File: config.mk
export PLATFORM = sky130hd
export DESIGN_NAME = button_conditioner
export DESIGN_NICKNAME = d
export VERILOG_FILES = /design/src/rtl/button_conditioner.sv
export SDC_FILE = /design/constraint.sdc
export NUM_CORES = 1
export LEC_CHECK = 0
export ABC_AREA = 1
export BUFFER_PORTS_ARGS = -buffer_cell sky130_fd_sc_hd__buf_2
export CORE_AREA = 5 5 100 102
export CTS_CLUSTER_SIZE = 12
export DETAILED_ROUTE_END_ITERATION = 7
export DIE_AREA = 0 0 105 107
export PLACE_DENSITY = 0.76
export RECOVER_POWER = 50
export SYNTH_ARGS = -nofsm -noshare
export SYNTH_HDL_FRONTEND = slang
export SYNTH_SLANG_ARGS = --single-unit
File: constraint.sdc
create_clock -name clk -period 1.6 [get_ports clk]
set_input_delay 0.08 -clock clk [delete_from_list [all_inputs] [get_ports clk]]
set_output_delay 0.08 -clock clk [all_outputs]
set_load 0.05 [all_outputs]
File: src/rtl/button_conditioner.sv
// button_conditioner: per-channel two-flop synchronizer plus stability-count
// debouncer for raw push-button levels. Presents a clean level and one-cycle
// press/release strobes. Every output is taken directly from a register.
module button_conditioner #(
    parameter int N_BTN           = 4,
    parameter int DEBOUNCE_CYCLES = 1_000_000
) (
    input  logic             clk,
    input  logic             rst,
    input  logic [N_BTN-1:0] btn_in,
    output logic [N_BTN-1:0] btn_level,
    output logic [N_BTN-1:0] btn_press,
    output logic [N_BTN-1:0] btn_release
);

    // The counter only has to reach DEBOUNCE_CYCLES-1, so it can never wrap.
    localparam int               CNT_W    = $clog2(DEBOUNCE_CYCLES + 1);
    localparam logic [CNT_W-1:0] CNT_LAST = CNT_W'(DEBOUNCE_CYCLES - 1);
    localparam logic [CNT_W-1:0] CNT_ONE  = CNT_W'(1);

    logic [N_BTN-1:0] s1_q;
    logic [N_BTN-1:0] s2_q;
    logic [N_BTN-1:0] level_q;
    logic [N_BTN-1:0] level_d;
    logic [N_BTN-1:0] press_q;
    logic [N_BTN-1:0] press_d;
    logic [N_BTN-1:0] release_q;
    logic [N_BTN-1:0] release_d;
    logic [CNT_W-1:0] cnt_q [N_BTN];
    logic [CNT_W-1:0] cnt_d [N_BTN];

    // Per channel: count consecutive cycles where the synchronized input
    // disagrees with the accepted level. Any agreeing cycle discards the
    // partial count; reaching the limit accepts the new level and fires
    // the matching strobe for one cycle.
    always_comb begin
        level_d   = level_q;
        press_d   = '0;
        release_d = '0;
        for (int i = 0; i < N_BTN; i++) begin
            cnt_d[i] = '0;
            if (s2_q[i] != level_q[i]) begin
                if (cnt_q[i] == CNT_LAST) begin
                    level_d[i]   = s2_q[i];
                    press_d[i]   = s2_q[i];
                    release_d[i] = ~s2_q[i];
                end else begin
                    cnt_d[i] = cnt_q[i] + CNT_ONE;
                end
            end
        end
    end

    // State registers; reset clears synchronizer, counters, level and strobes.
    always_ff @(posedge clk) begin
        if (rst) begin
            s1_q      <= '0;
            s2_q      <= '0;
            level_q   <= '0;
            press_q   <= '0;
            release_q <= '0;
            for (int i = 0; i < N_BTN; i++) begin
                cnt_q[i] <= '0;
            end
        end else begin
            s1_q      <= btn_in;
            s2_q      <= s1_q;
            level_q   <= level_d;
            press_q   <= press_d;
            release_q <= release_d;
            for (int i = 0; i < N_BTN; i++) begin
                cnt_q[i] <= cnt_d[i];
            end
        end
    end

    assign btn_level   = level_q;
    assign btn_press   = press_q;
    assign btn_release = release_q;

endmodule

==> results_dict.tcl <==
set metrics [dict create \
    hold_viol_final 0 \
    synth_flop_cell "dfxtp_1" \
    drt_iter0_markers 184 \
    fin_cells 839 \
    min_path_type "input port to register" \
    io_buffers 17 \
    cts_buffer_depth 2 \
    grt_max_degree 21 \
    setup_viol 0 \
    p_int_mw 3.71 \
    async_flop_share_pct 0 \
    worst_slew_pin_slew_ns 0.599 \
    layout.nets 734 \
    power_density_nw_per_um2 876 \
    syn_area_per_cell_sq_um 6.86 \
    grt_pass1_vias 3937 \
    wl_per_cell_um 11.5 \
    cts_sinks 100 \
    netlist.area_leader.share_pct 42.0 \
    num_rows 35 \
    antenna_cells 0 \
    path_max_fanout 10 \
    die_w_um 105 \
    max_freq_mhz 661 \
    dp_hpwl_um 6910 \
    clkPwrFrac_pct 44.1 \
    cts_setup_buffers 0 \
    layout_min_cycle_time_ns 1.51 \
    cts_made_buffers 9 \
    drt-total-wl_um 9630 \
    die_area_sq_um 11200 \
    final_area_sq_um 5260 \
    synthTopCellsByArea "dfxtp_1, nand2_1, nor2_1, inv_1, nand3_1" \
    cts-htree-levels 3 \
    yosysMostFrequentCell "nand2_1" \
    io-pin-count 18 \
    pre_cts_ws_ns 0.0330 \
    yosysWarnings 0 \
    gp_congestion 0.890 \
    place_inst 818 \
    antenna_found_initial 0 \
    postRouteAntennaNets 0 \
    end_kind "register" \
    yosysUniqueCellTypes 31 \
    viasPerCell 5.03 \
    p_sw_share_pct 19.5 \
    root_buffer "clkbuf_8" \
    clock_skew_ns 0.00615 \
    dr.pass1.iters 4 \
    place_area_sq_um 4950 \
    synth_nets 704 \
    cp-start-kind "register" \
    use_met3_pct 3.13 \
    tritoncts "built" \
    die_h_um 107 \
    p_leak_nw 1.62 \
    vias 4223 \
    clk_latency_ns 0.36 \
    drv_cap 0 \
    area_growth_syn_to_layout_pct 10.6 \
    combPwrFrac_pct 1.5 \
    relSlewSlack_pct 60.3 \
    grt.overflow.total 0 \
    status "finished clean" \
    drc 0 \
    worstPathRequired_ns 1.86 \
    crit_arrival_ns 1.77 \
    grt_first_pass_wirelength_um 16400 \
    drive_gt1_share_pct 6.59 \
    power_frac_seq_pct 54.4 \
    grt.busiest_layer "met2" \
    synthTopCellsByCount "nand2_1, nor2_1, dfxtp_1" \
    fp.coreArea_sq_um 9020 \
    synth_edf_count 0 \
    syn_area_sq_um 4760 \
    clkTransAtPathRegs_ns 0.09 \
    slew_viol_final 0 \
    grt_usage_pct 17.2 \
    peakVddDrop_mv 0.557 \
    finalCritPeriodShare_pct 94.6 \
    synth_top_cell_by_area "dfxtp_1" \
    grt_setup_unrepaired "false" \
    synth_seq_cells 100 \
    syn-instance-count 694 \
    grt_use_met1_pct 20.4 \
    setup_slack_ns 0.0865 \
    tns_ns 0 \
    fillerInstances 855 \
    initial_core_util_pct 52.8 \
    grtUsageMet2_pct 30.0 \
    power_switching_mw 0.899 \
    worstSetupPathType "register to register" \
    ys_seq_area_share_pct 42.0 \
]
==> critical path: stages (launching register included) <==
cell	delay, ns
dfxtp_1	0.36
ha_2	0.23
inv_1	0.06
nor2_2	0.15
nand3_2	0.14
o21ai_4	0.24
buf_6	0.18
a21oi_1	0.05
==> final timing paths <==
check                                             from                       to  slack (ns)  cells past startpoint
worst max-delay path            cnt_q[3][1]$_SDFF_PP0_  cnt_q[3][13]$_SDFF_PP0_        0.09                      7
worst min-delay path                               rst       s2_q[1]$_SDFF_PP0_        0.05                      2
worst max register to register  cnt_q[3][1]$_SDFF_PP0_  cnt_q[3][13]$_SDFF_PP0_        0.09                      7
worst min register to register      s1_q[3]$_SDFF_PP0_       s2_q[3]$_SDFF_PP0_        0.41                      2
==> power by group through the flow <==
stage	Combinational, mW	Sequential, mW	Clock [mW]
floorplan	0.0421	2.56	0
finish	0.0691	2.51	2.04
CTS	0.0650	2.51	2.06
global route	0.0785	2.51	2.17
global placement	0.0565	2.56	0
detailed placement	0.0575	2.57	0
==> timing repair <==
item,CTS,global route
hold buffers,4,0
gates resized for setup,0,12
setup endpoints to repair,0,21
endpoints found under the hold margin,4,0
==> layout by cell type, fill, tap and decap left out, drive strengths merged <==
cell and n:
clkinv 1, dlygate4sd3 4, nor2 173, nand3 45, a21oi 37, and2 3
buf 10, bufinv 4, xor2 17, dfxtp 100, o21ai 7, nor3b 1
nand2 176, o21bai 4, or2 9, xnor2 18, clkbuf 23, ha 4
nand4 7, nand3b 6, inv 72, nor3 7
==> layer usage <==
layer	share of wire, %	up-vias	routed length (um)
met5	0	-	0
met4	2.9	0	275
met3	3.3	26	315
met2	48	79	4610
met1	46	1907	4420
li1	-	2211	-
==> state kept, by name, indices dropped and copies added (netlist names) <==
| signal | flops |
|---|---|
| cnt_q | 80 |
| btn_release | 4 |
| btn_level | 4 |
| s2_q | 4 |
| s1_q | 4 |
| btn_press | 4 |
==> cell families (layout without fill, tap and decap cells) <==
kind of cell | after synthesis | in the layout | share of synthesized area (%)
AO/OA/AOI/OAI | 48 | 48 | 5.26
AND/OR/NAND/NOR | 427 | 427 | 38.1
flip-flops | 100 | 100 | 42.0
buffers and inverters | 80 | 114 | 7.07
adder cells (fa/ha/maj) | 4 | 4 | 1.05
XOR/XNOR | 35 | 35 | 6.44
==> final cells by class <==
type                       count  area (sq um)  area share, %
inverter                      72           270           5.13
sequential                   100          2000           38.1
clock buffer                  10           128           2.42
clock inverter                 5           125           2.38
timing repair buffer          27           161           3.07
multi-input combinational    514          2440           46.3
tap                          111           139           2.64
==> metrics by stage <==
step / total power [mW] / utilization [%] / hold WS [ns]
finish: 4.61 / 58.3 / 0.0529
global route: 4.76 / 58.3 / 0.0591
CTS: 4.64 / 58.1 / 0.0477
detailed placement: 2.62 / 54.9 / 0.294
global placement: 2.62 / 54.9 / 0.297
floorplan: 2.61 / - / 0.187
Power figures use the tool's default switching activity.
